$ cat src/rtl/neo_sample_reader_if.sv
// Memory read port and psi output stream for the NEO sample reader.
// The reader uses the master side and the memory/consumer environment uses the slave side.
interface neo_sample_reader_if #(
    parameter int N  = 8,
    parameter int AW = 4
);
    logic        [AW-1:0]  raddr;
    logic signed [N-1:0]   rdata;
    logic                  neo_valid;
    logic                  neo_ready;
    logic signed [2*N-1:0] neo_data;

    modport master (
        output raddr,
        input  rdata,
        output neo_valid,
        output neo_data,
        input  neo_ready
    );

    modport slave (
        input  raddr,
        output rdata,
        input  neo_valid,
        input  neo_data,
        output neo_ready
    );
endinterface

$ cat src/rtl/neo_sample_reader.sv
// Read-side controller for the NEO sample ring: fetches committed samples, keeps a
// 3-sample window and streams psi[n] = x[n]^2 - x[n-1]*x[n+1].
module neo_sample_reader #(
    parameter  int N  = 8,
    parameter  int M  = 16,
    localparam int AW = $clog2(M)
) (
    input  logic                Clk,
    input  logic                reset,
    input  logic                clear,
    input  logic                wr_commit,
    neo_sample_reader_if.master bus,
    output logic [AW:0]         level,
    output logic                overrun
);

    localparam logic [AW:0]   LP_DEPTH = (AW+1)'(M);
    localparam logic [AW-1:0] LP_LAST  = AW'(M-1);

    typedef enum logic [1:0] {
        ST_IDLE,
        ST_FETCH,
        ST_CAPTURE,
        ST_HOLD
    } state_t;

    state_t                r_state;
    state_t                w_nextState;
    logic        [AW-1:0]  r_raddr;
    logic        [AW-1:0]  r_rptr;
    logic        [AW:0]    r_level;
    logic        [1:0]     r_fill;
    logic signed [N-1:0]   r_sCur;
    logic signed [N-1:0]   r_sPrev;
    logic                  r_neoValid;
    logic signed [2*N-1:0] r_neoData;
    logic                  r_overrun;

    logic                  w_fetch;
    logic                  w_capture;
    logic                  w_accept;
    logic signed [N-1:0]   w_rdata;
    logic signed [2*N-1:0] w_curExt;
    logic signed [2*N-1:0] w_prevExt;
    logic signed [2*N-1:0] w_nextExt;
    logic signed [2*N-1:0] w_square;
    logic signed [2*N-1:0] w_cross;
    logic signed [2*N-1:0] w_psi;

    assign w_rdata   = bus.rdata;
    assign w_curExt  = {{N{r_sCur[N-1]}},  r_sCur};
    assign w_prevExt = {{N{r_sPrev[N-1]}}, r_sPrev};
    assign w_nextExt = {{N{w_rdata[N-1]}}, w_rdata};
    assign w_square  = w_curExt * w_curExt;
    assign w_cross   = w_prevExt * w_nextExt;
    // The exact difference always fits 2N signed bits, so a 2N-bit wrapping subtract is exact.
    assign w_psi     = w_square - w_cross;

    always_ff @(posedge Clk or negedge reset) begin
        if (!reset) begin
            r_state <= ST_IDLE;
        end else if (clear) begin
            r_state <= ST_IDLE;
        end else begin
            r_state <= w_nextState;
        end
    end

    always_comb begin
        w_nextState = r_state;
        w_fetch     = 1'b0;
        w_capture   = 1'b0;
        w_accept    = 1'b0;
        case (r_state)
            ST_IDLE: begin
                if (r_level != '0) begin
                    w_fetch     = 1'b1;
                    w_nextState = ST_FETCH;
                end
            end
            ST_FETCH: begin
                w_nextState = ST_CAPTURE;
            end
            ST_CAPTURE: begin
                w_capture   = 1'b1;
                w_nextState = (r_fill == 2'd2) ? ST_HOLD : ST_IDLE;
            end
            ST_HOLD: begin
                if (r_neoValid && bus.neo_ready) begin
                    w_accept    = 1'b1;
                    w_nextState = ST_IDLE;
                end
            end
            default: begin
                w_nextState = ST_IDLE;
            end
        endcase
    end

    always_ff @(posedge Clk or negedge reset) begin
        if (!reset) begin
            r_raddr    <= '0;
            r_rptr     <= '0;
            r_level    <= '0;
            r_fill     <= '0;
            r_sCur     <= '0;
            r_sPrev    <= '0;
            r_neoValid <= 1'b0;
            r_neoData  <= '0;
            r_overrun  <= 1'b0;
        end else if (clear) begin
            r_raddr    <= '0;
            r_rptr     <= '0;
            r_level    <= '0;
            r_fill     <= '0;
            r_sCur     <= '0;
            r_sPrev    <= '0;
            r_neoValid <= 1'b0;
            r_neoData  <= '0;
            r_overrun  <= 1'b0;
        end else begin
            if (w_fetch) begin
                r_raddr <= r_rptr;
                r_rptr  <= (r_rptr == LP_LAST) ? '0 : r_rptr + 1'b1;
            end

            // A commit into a full ring overwrites the oldest unread slot, even if it is being fetched.
            if (wr_commit && (r_level == LP_DEPTH)) begin
                r_overrun <= 1'b1;
            end
            if (wr_commit && !w_fetch && (r_level != LP_DEPTH)) begin
                r_level <= r_level + 1'b1;
            end else if (!wr_commit && w_fetch) begin
                r_level <= r_level - 1'b1;
            end

            if (w_capture) begin
                r_sPrev <= r_sCur;
                r_sCur  <= w_rdata;
                if (r_fill == 2'd2) begin
                    r_neoData  <= w_psi;
                    r_neoValid <= 1'b1;
                end else begin
                    r_fill <= r_fill + 1'b1;
                end
            end

            if (w_accept) begin
                r_neoValid <= 1'b0;
            end
        end
    end

    assign bus.raddr     = r_raddr;
    assign bus.neo_valid = r_neoValid;
    assign bus.neo_data  = r_neoData;
    assign level         = r_level;
    assign overrun       = r_overrun;

endmodule

$ cat src/flat_wrapper.sv
// flat-port wrapper written by rule: the top's interface ports become plain ports
module neo_sample_reader_flat 
#(
    parameter  int N  = 8,
    parameter  int M  = 16,
    localparam int AW = $clog2(M)
)
  (Clk, reset, clear, wr_commit, level, overrun, bus_raddr, bus_rdata, bus_neo_valid, bus_neo_data, bus_neo_ready);
  neo_sample_reader_if #(.N(N), .AW(($clog2(M)))) bus_i ();
  input  logic Clk;
  input  logic reset;
  input  logic clear;
  input  logic wr_commit;
  output logic [AW:0] level;
  output logic overrun;
  output wire logic [$bits(bus_i.raddr)-1:0] bus_raddr;
  input wire logic [$bits(bus_i.rdata)-1:0] bus_rdata;
  output wire logic [$bits(bus_i.neo_valid)-1:0] bus_neo_valid;
  output wire logic [$bits(bus_i.neo_data)-1:0] bus_neo_data;
  input wire logic [$bits(bus_i.neo_ready)-1:0] bus_neo_ready;
  assign bus_raddr = bus_i.raddr;
  assign bus_i.rdata = bus_rdata;
  assign bus_neo_valid = bus_i.neo_valid;
  assign bus_neo_data = bus_i.neo_data;
  assign bus_i.neo_ready = bus_neo_ready;
  neo_sample_reader #(.N(N), .M(M)) u_core (.Clk(Clk), .reset(reset), .clear(clear), .wr_commit(wr_commit), .bus(bus_i), .level(level), .overrun(overrun));
endmodule
$ cat config.mk
export PLATFORM = sky130hd
export DESIGN_NAME = neo_sample_reader_flat
export DESIGN_NICKNAME = d
export VERILOG_FILES = /design/src/rtl/neo_sample_reader_if.sv /design/src/rtl/neo_sample_reader.sv /design/src/flat_wrapper.sv
export SDC_FILE = /design/constraint.sdc
export NUM_CORES = 1
export LEC_CHECK = 0
export CORE_MARGIN = 2
export CORE_UTILIZATION = 50
export DETAILED_ROUTE_END_ITERATION = 8
export PLACE_DENSITY = 0.69
export SKIP_CTS_REPAIR_TIMING = 1
export SYNTH_ARGS = -nofsm -noshare
export SYNTH_HDL_FRONTEND = slang
export SYNTH_SLANG_ARGS = --single-unit
$ cat constraint.sdc
create_clock -name Clk -period 7.21 [get_ports Clk]
set_clock_uncertainty 0.1 [all_clocks]
set_input_delay 1.8025 -clock Clk [delete_from_list [all_inputs] [get_ports Clk]]
set_output_delay 1.8025 -clock Clk [all_outputs]
set_load 0.01 [all_outputs]
# --- Word-level counts from Yosys, hierarchy flattened ---
# Index checks and enable logic that the tools add are counted.
totals:
  wordCells: 81
  output_inout_bits: 27
  regBits: 51
classes:
  n_mul: 2
  addsub: 5
  reduce_logical: 20
  n_eq_ne: 10
  n_mux: 34
op_table:
  columns: ["op", "count"]
  rows:
  - ["16-bit 2-to-1 mux", 3]
  - ["8-bit by 8-bit multiplier with 16-bit output", 2]
  - ["8-bit 2-to-1 mux", 4]
  - ["4-bit 2-to-1 mux", 5]
  - ["16-bit subtractor", 1]
  - ["5-bit 2-to-1 mux", 3]
  - ["2-bit 2-to-1 mux", 7]
  - ["1-bit 2-to-1 mux", 11]
  - ["3-bit nonzero test", 3]
  - ["2-bit case mux with 4 select lines", 1]
  - ["2-bit AND reduction", 4]
  - ["2-bit nonzero test", 4]
  - ["2-bit equality test, second input constant", 3]
  - ["3-bit by 2-bit != test with 1-bit output, second input constant", 2]
  - ["5-bit by 1-bit adder with 5-bit output, second input constant", 1]
  - ["5-bit equality test, second input constant", 1]
  - ["1-bit logical AND", 5]
  - ["5-bit != test, second input constant", 1]
  - ["5-bit nonzero test", 1]
  - ["5-bit by 1-bit subtractor with 5-bit output, second input constant", 1]
  - ["4-bit by 1-bit adder with 4-bit output, second input constant", 1]
  - ["4-bit equality test, second input constant", 1]
  - ["2-bit by 1-bit adder with 2-bit output, second input constant", 1]
  - ["2-bit by 1-bit equality test with 1-bit output, second input constant", 1]
  - ["3 further kinds", 4]

# --- Longest topological paths before layout ---
# Gate-level depths: netlist of the first run.
logic_depth:
  word_depth: 8
  mapped_depth: 21
  mapped_depth_nobuf: 20

# --- Worst setup path before layout of the first run ---
# OpenSTA, ideal clock, no wires.
synth_timing:
  path_kind: "input to register"
  from: "in bus_rdata[0]"
  to: "reg u_core.r_neoData[15] (netlist: u_core.bus.neo_data[15])"
  arrival_ns: 6.576
  slack_ns: 0.413
  required_ns: 6.989
  stages: 18
  cell_sequence: "nand2_1 > inv_1 > fa_1 > inv_1 > fa_1 > fa_1 > fa_1 > fa_1 > inv_1 > fa_1 > inv_1 > ha_1 > a21o_1 > a21oi_1 > o31ai_1 > a41o_1 > xnor2_1 > a22o_1"
synth_via:
  elab_chain_cells: 5
synth_lines:
  columns: ["element", "line", "source"]
  rows:
  - ["from (decl)", "flat_wrapper.sv:17", "input wire logic [$bits(bus_i.rdata)-1:0] bus_rdata;"]
  - ["8-bit by 8-bit multiplier with 16-bit output", "neo_sample_reader.sv:55", "assign w_cross = w_prevExt * w_nextExt;"]
  - ["16-bit subtractor", "neo_sample_reader.sv:57", "assign w_psi = w_square - w_cross;"]
  - ["16-bit 2-to-1 mux", "neo_sample_reader.sv:140", "if (r_fill == 2'd2) begin"]
  - ["16-bit 2-to-1 mux", "neo_sample_reader.sv:137", "if (w_capture) begin"]
  - ["16-bit 2-to-1 mux", "neo_sample_reader.sv:111", "end else if (clear) begin"]
  - ["to (signal assigned)", "neo_sample_reader.sv:141", "r_neoData <= w_psi;"]
  - ["to (decl)", "neo_sample_reader.sv:36", "logic signed [2*N-1:0] r_neoData;"]
# Every way passes these cells. The select of a mux whose other input is x is not followed.
# A chain may end at the register's enable or synchronous reset.

# --- Final worst setup path of the first run ---
layout_timing:
  from: "in bus_rdata[5]"
  to: "reg u_core.r_neoData[15] (netlist: u_core.bus.neo_data[15])"
# The elaborated chain is that of the path after synthesis.

==> results of run 1 <==
[metrics by stage]
step                cell area [um2]  cells  utilization, %  TNS, ps  setup WS (ps)
floorplan                      7153    760               -        0          413.4
global placement               7960    994           57.12   -361.8         -137.9
finish                         8140   1002           58.42        0          217.1
global route                   8140   1002           58.42  -0.2549        -0.2549
detailed placement             7960    994           57.12   -961.0         -302.5
CTS                            8115   1002           58.24   -13.16         -13.16
[worst max-delay path: cells and delay by family]
family          cells  cell delay (ps)
fa+ha+maj           7             3000
simple gates        2              540
buf+inv             4              740
compound gates      4              880
xor+xnor            1              120
[cell type report]
class	count	area (um2)	share of cell area, %
Clock inverter	2	16.27	0.1998
Sequential cell	51	1276	15.68
Clock buffer	6	138.9	1.706
Tap cell	180	225.2	2.767
Multi-Input combinational cell	513	5146	63.22
Timing Repair Buffer	79	695.7	8.546
Inverter	171	641.9	7.885
[layer usage]
layer,vias to the layer above,GRT usage [%],wire length [um]
met1,2630,29.84,6739
li1,2440,-,-
met5,-,0,0
met3,16,2.335,490
met4,0,5.043,266
met2,89,40.32,8177
[cell usage in the layout (no fill, tap or decap), types with 7 or more instances in the layout]
cell type / netlist / final
and2_1: 50 / 50
a21oi_1: 41 / 39
xor2_1: 8 / 8
nor2_1: 22 / 22
xnor2_1: 14 / 14
nand2_1: 95 / 94
o21ai_0: 13 / 13
nor2b_1: 10 / 10
fa_1: 122 / 122
dfrtp_1: 51 / 51
buf_4: 0 / 40
or3_1: 7 / 7
o21a_1: 7 / 7
ha_1: 62 / 62
clkdlybuf4s50_1: 0 / 34
inv_1: 170 / 170
[report_power, final]
group	leakage, nW	total (W)	internal [W]	switching, W
sequential	0.702	0.000381	0.000319	0.0000616
combinational	3.17	0.00161	0.000757	0.000851
clock	0.0731	0.000252	0.000139	0.000113
[flip-flops by register name, summed over array words and instances, names as in the netlist]
name and flops:
u_core.bus.neo_data 16, u_core.bus.neo_valid 1, u_core.bus.raddr 4, u_core.level 5
u_core.overrun 1, u_core.r_fill 2, u_core.r_rptr 4, u_core.r_sCur 8
u_core.r_sPrev 8, u_core.r_state 2
[worst max path at each step]
stage | end | slack (ps) | depth (start not counted)
after floorplan | u_core.bus.neo_data[15] | 410 | 18
after global placement | u_core.bus.neo_data[15] | -140 | 18
after detailed placement | u_core.bus.neo_data[15] | -300 | 19
after CTS | u_core.bus.neo_data[15] | -10 | 19
after global routing | u_core.bus.neo_data[15] | -0.3 | 19
final | u_core.bus.neo_data[15] | 220 | 18
[cells by family (layout without fill, tap and decap cells)]
group / after synthesis / after routing / synth area share [%]
mux: 5 / 5 / 0.7696
simple gates: 203 / 203 / 13.80
fa+ha+maj: 184 / 184 / 44.99
buf+inv: 196 / 258 / 10.42
compound gates: 95 / 95 / 8.396
xor+xnor: 26 / 26 / 3.778
flops: 51 / 51 / 17.84
==> impl_metrics.tcl, run 1 <==
set metrics [dict create \
    synth_nets 957 \
    fmax_mhz 143.0 \
    avgSynthCellArea_um2 9.412 \
    antenna_found_initial 0 \
    post-route-period-util_pct 96.99 \
    async_reset_ff_share_pct 100.0 \
    avgViaCountPerCell 5.165 \
    num-nets-final 1018 \
    cp_max_fo 7 \
    clk_latency_ps 300 \
    synth_top_area_cell "fa_1" \
    place.port_buffers 39 \
    required_ps 7300 \
    power_density_nw_per_um2 275.2 \
    path_cells "clkdlybuf4s50_1, and2_1, fa_1, inv_1, fa_1, fa_1, fa_1, fa_1, inv_1, fa_1, inv_1, ha_1, or3_1, a21oi_2, o31ai_2, a41o_1, xnor2_1, a22o_1" \
    dp_hpwl_mm 12.89 \
    ys_ff_latch 51 \
    numClockSinks 51 \
    max_slew.worst_pin.slew_ps 1224 \
    start_kind "input port" \
    diodes 0 \
    worst-setup-path-type "in2reg" \
    place_congestion 0.8828 \
    num_vias 5175 \
    cts_buffers 5 \
    die_h_um 123.6 \
    wire_per_inst_um 15.64 \
    grt-ovfl-total 0 \
    grt_use_total_pct 22.60 \
    path_clk_slew_ps 70 \
    min_period_ps 6993 \
    io_pins 40 \
    hold_depth 2 \
    first_pass_iters 5 \
    ys_warn_count 0 \
    grt_pass1_wl_mm 26.83 \
    p_leak_nw 3.946 \
    drtIter0Drc 249 \
    initial_utilization_pct 51.33 \
    r2r_start "u_core.r_sCur[4]" \
    dieArea_um2 15280 \
    ant_nets 0 \
    clockBufferDepth 2 \
    arrival_ps 7080 \
    hold_viol 0 \
    synthTopCellsByCount "170 x inv_1, 122 x fa_1, 95 x nand2_1, 62 x ha_1, 51 x dfrtp_1" \
    synth_top_area_share_pct 34.14 \
    total_power_w 0.002241 \
    maxCapViolCount 0 \
    setup_viol 0 \
    seq_area_frac_synth_pct 17.84 \
    hp-class "reg2reg" \
    yosysMostFrequentCell "inv_1" \
    cts-root-buf "clkbuf_16" \
    die_x_um 123.6 \
    status "finished, final reports clean" \
    synth.distinct_cells 48 \
    synth_cells 760 \
    whs_ps 382.1 \
    worstHoldStart "u_core.bus.neo_data[4]" \
    critPathMaxStageDelay_ps 570 \
    r2r_slack_ps 1420 \
    synth_edf_count 0 \
    rows 43 \
    whs_endpoint "u_core.bus.neo_data[4]" \
    reg2reg_to "u_core.bus.neo_data[15]" \
    final_max_slew_viol_count 0 \
    route.detailed.drc 0 \
    core_um2 13930 \
    crit_slowest_cell "fa_1" \
    grt_max_degree 52 \
    reg2regPathDepth 19 \
    grt_pass1_vias 5577 \
    cp_common_cell "fa_1" \
    cp-startpoint "bus_rdata[5]" \
    wl_mm 15.67 \
    cts_max_level 2 \
    cts_tree "yes" \
    drive_gt1_share_pct 8.273 \
    relSlewSlack_pct 18.42 \
    fillerInstances 1199 \
    ir_drop_mv 0.1884 \
    endpoint_kind "flop" \
    synth_area_um2 7153 \
    synth_ff_type "dfrtp_1" \
    yosys-top-cells-area "fa_1 34%, dfrtp_1 18%, ha_1 11%" \
    area_growth_pct 13.80 \
]
(Power assumes the default switching activity.)
==> run 2, diff against run 1 <==
--- a/config.mk
+++ b/config.mk
@@ -6,9 +6,9 @@
 export NUM_CORES = 1
 export LEC_CHECK = 0
 export CORE_MARGIN = 2
-export CORE_UTILIZATION = 50
+export CORE_UTILIZATION = 62
 export DETAILED_ROUTE_END_ITERATION = 8
-export PLACE_DENSITY = 0.69
+export PLACE_DENSITY = 0.82
 export SKIP_CTS_REPAIR_TIMING = 1
 export SYNTH_ARGS = -nofsm -noshare
 export SYNTH_HDL_FRONTEND = slang
==> constraint.sdc (replaced) <==
create_clock -name Clk -period 7.21 [get_ports Clk]
set_clock_uncertainty 0.1 [all_clocks]
set_input_delay 1.0815 -clock Clk [delete_from_list [all_inputs] [get_ports Clk]]
set_output_delay 1.0815 -clock Clk [all_outputs]
set_load 0.01 [all_outputs]
==> impl_metrics.tcl, run 2 (synthesis results as in run 1) <==
set metrics [dict create \
    status "finished, final reports clean" \
    cts_buffers 5 \
    route.detailed.drc 0 \
    place_area_um2 7644 \
    stdcell_area_um2 7792 \
    p_leak_nw 3.729 \
    cts_tree "yes" \
    required_ps 7300 \
    ant_nets 0 \
    routed.top_layer "met4" \
    grt_pass1_wl_mm 26.25 \
    path_clk_slew_ps 70 \
    worst-setup-path-type "in2reg" \
    num_vias 5111 \
    start_kind "input port" \
    p_clk_share_pct 12.4 \
    internal-power_w 0.001058 \
    drive_gt1_share_pct 3.562 \
    grt_pass1_vias 5606 \
    tns_ps 0 \
    cts-root-buf "clkbuf_16" \
    r2r_start "u_core.r_sCur[4]" \
    stdcell_count 929 \
    hold_viol 0 \
    cp_max_fo 9 \
    fillerInstances 845 \
    cp-startpoint "bus_rdata[1]" \
    largest_register_ffs 16 \
    p_sw_share_pct 47.52 \
    avgViaCountPerCell 5.502 \
    grt_max_degree 52 \
    arrival_ps 6710 \
    rows 39 \
    dieArea_um2 12410 \
    num-nets-final 982 \
    antenna_found_initial 0 \
    final_max_slew_viol_count 0 \
    pre_cts_slack_ps 336.1 \
    max_slew.worst_pin.slew_ps 1173 \
    wl_mm 15.05 \
    clk_latency_ps 300 \
    final_cell_mix "170 x inv_1, 122 x fa_1, 95 x nand2_1, 62 x ha_1, 51 x dfrtp_1" \
    wire_per_inst_um 16.20 \
    crit_slowest_cell "clkdlybuf4s50_1" \
    dpl.cell_count 921 \
    wl_met1_mm 6.189 \
    clockBufferDepth 2 \
    maxCapViolCount 0 \
    ir_drop_mv 0.2258 \
    area_growth_pct 8.938 \
    power_density_nw_per_um2 258.7 \
    initial_utilization_pct 63.19 \
    first_pass_iters 5 \
    core_um2 11320 \
    p_sw_w 0.0009578 \
    grt_use_total_pct 26.49 \
    wl_met3_um 600 \
    drtIter0Drc 374 \
    final_common_cell "inv_1" \
    worstHoldStart "u_core.bus.neo_data[13]" \
    cts_max_level 2 \
    die_x_um 111.4 \
    dp_hpwl_mm 12.36 \
    whs_ps 393.4 \
    grt-ovfl-total 0 \
    post-route-period-util_pct 91.75 \
    rsz0062_at_grt "false" \
    final.setup.worst_slack_ps 595.1 \
    comb_power_share_pct 68.7 \
    wl_met2_mm 7.812 \
    relSlewSlack_pct 21.78 \
    fmax_mhz 151.2 \
    endpoint_kind "flop" \
    setup_viol 0 \
    place.port_buffers 39 \
    critPathMaxStageDelay_ps 660 \
    r2r_slack_ps 1280 \
    pwr-share-seq_pct 18.9 \
    io_pins 40 \
    die_h_um 111.4 \
    place_congestion 0.8959 \
    numClockSinks 51 \
    path_cells "clkdlybuf4s50_1, and2_1, fa_1, inv_1, fa_1, fa_1, fa_1, fa_1, inv_1, fa_1, inv_1, ha_1, a21o_1, a21oi_1, o31ai_1, a41o_1, xnor2_1, a22o_1" \
    diodes 0 \
    cp_common_cell "fa_1" \
    hp-class "reg2reg" \
    min_period_ps 6615 \
]
-- run 2: routing by layer --
| metal | track usage [%] | vias to the layer above |
|---|---|---|
| li1 | - | 2370 |
| met1 | 34.39 | 2585 |
| met2 | 46.91 | 122 |
| met3 | 3.212 | 34 |
| met4 | 8.313 | 0 |
| met5 | 0 | - |
-- run 2: area by class of cell --
type,count,area (um2),share of cell area (%)
well taps,143,178.9,2.296
clock buffers,5,125.1,1.606
clock inverters,3,23.77,0.3051
flip-flops and latches,51,1276,16.38
multi-input cells,513,5131,65.85
inverters,171,641.9,8.237
repair buffers,43,415.4,5.331
-- run 2: power by group through the flow --
stage / Combinational, W / Clock [W] / Sequential, W
after floorplan: 0.00105 / 0 / 0.000365
after global placement: 0.00133 / 0 / 0.000382
after detailed placement: 0.00138 / 0 / 0.000384
after CTS: 0.00140 / 0.000256 / 0.000379
after global routing: 0.00156 / 0.000266 / 0.000386
final: 0.00139 / 0.000249 / 0.000381
-- run 2: worst paths after layout --
kind / to / cells after the start
hold / removal: u_core.bus.neo_data[13] / 2
setup / recovery: u_core.bus.neo_data[15] / 18
min in group asynchronous: u_core.level[0] / 2
hold reg to reg: u_core.bus.neo_data[13] / 2
setup reg to reg: u_core.bus.neo_data[15] / 19
max in group asynchronous: u_core.r_sCur[0] / 2
-- run 2: stage by stage --
step | util [%] | power, W
floorplan | - | 0.001416
global placement | 67.52 | 0.001711
detailed placement | 67.52 | 0.001768
CTS | 68.83 | 0.002033
global route | 68.83 | 0.002213
finish | 68.83 | 0.002016
-- run 2: critical path, delay by kind of cell --
family,cells,cell delay [ps]
adders and majority gates,7,3280
AOI/OAI and AO/OA,5,1020
xor gates and xnor gates,1,120
buffers and inverters,4,970
and+or+nand+nor,1,250
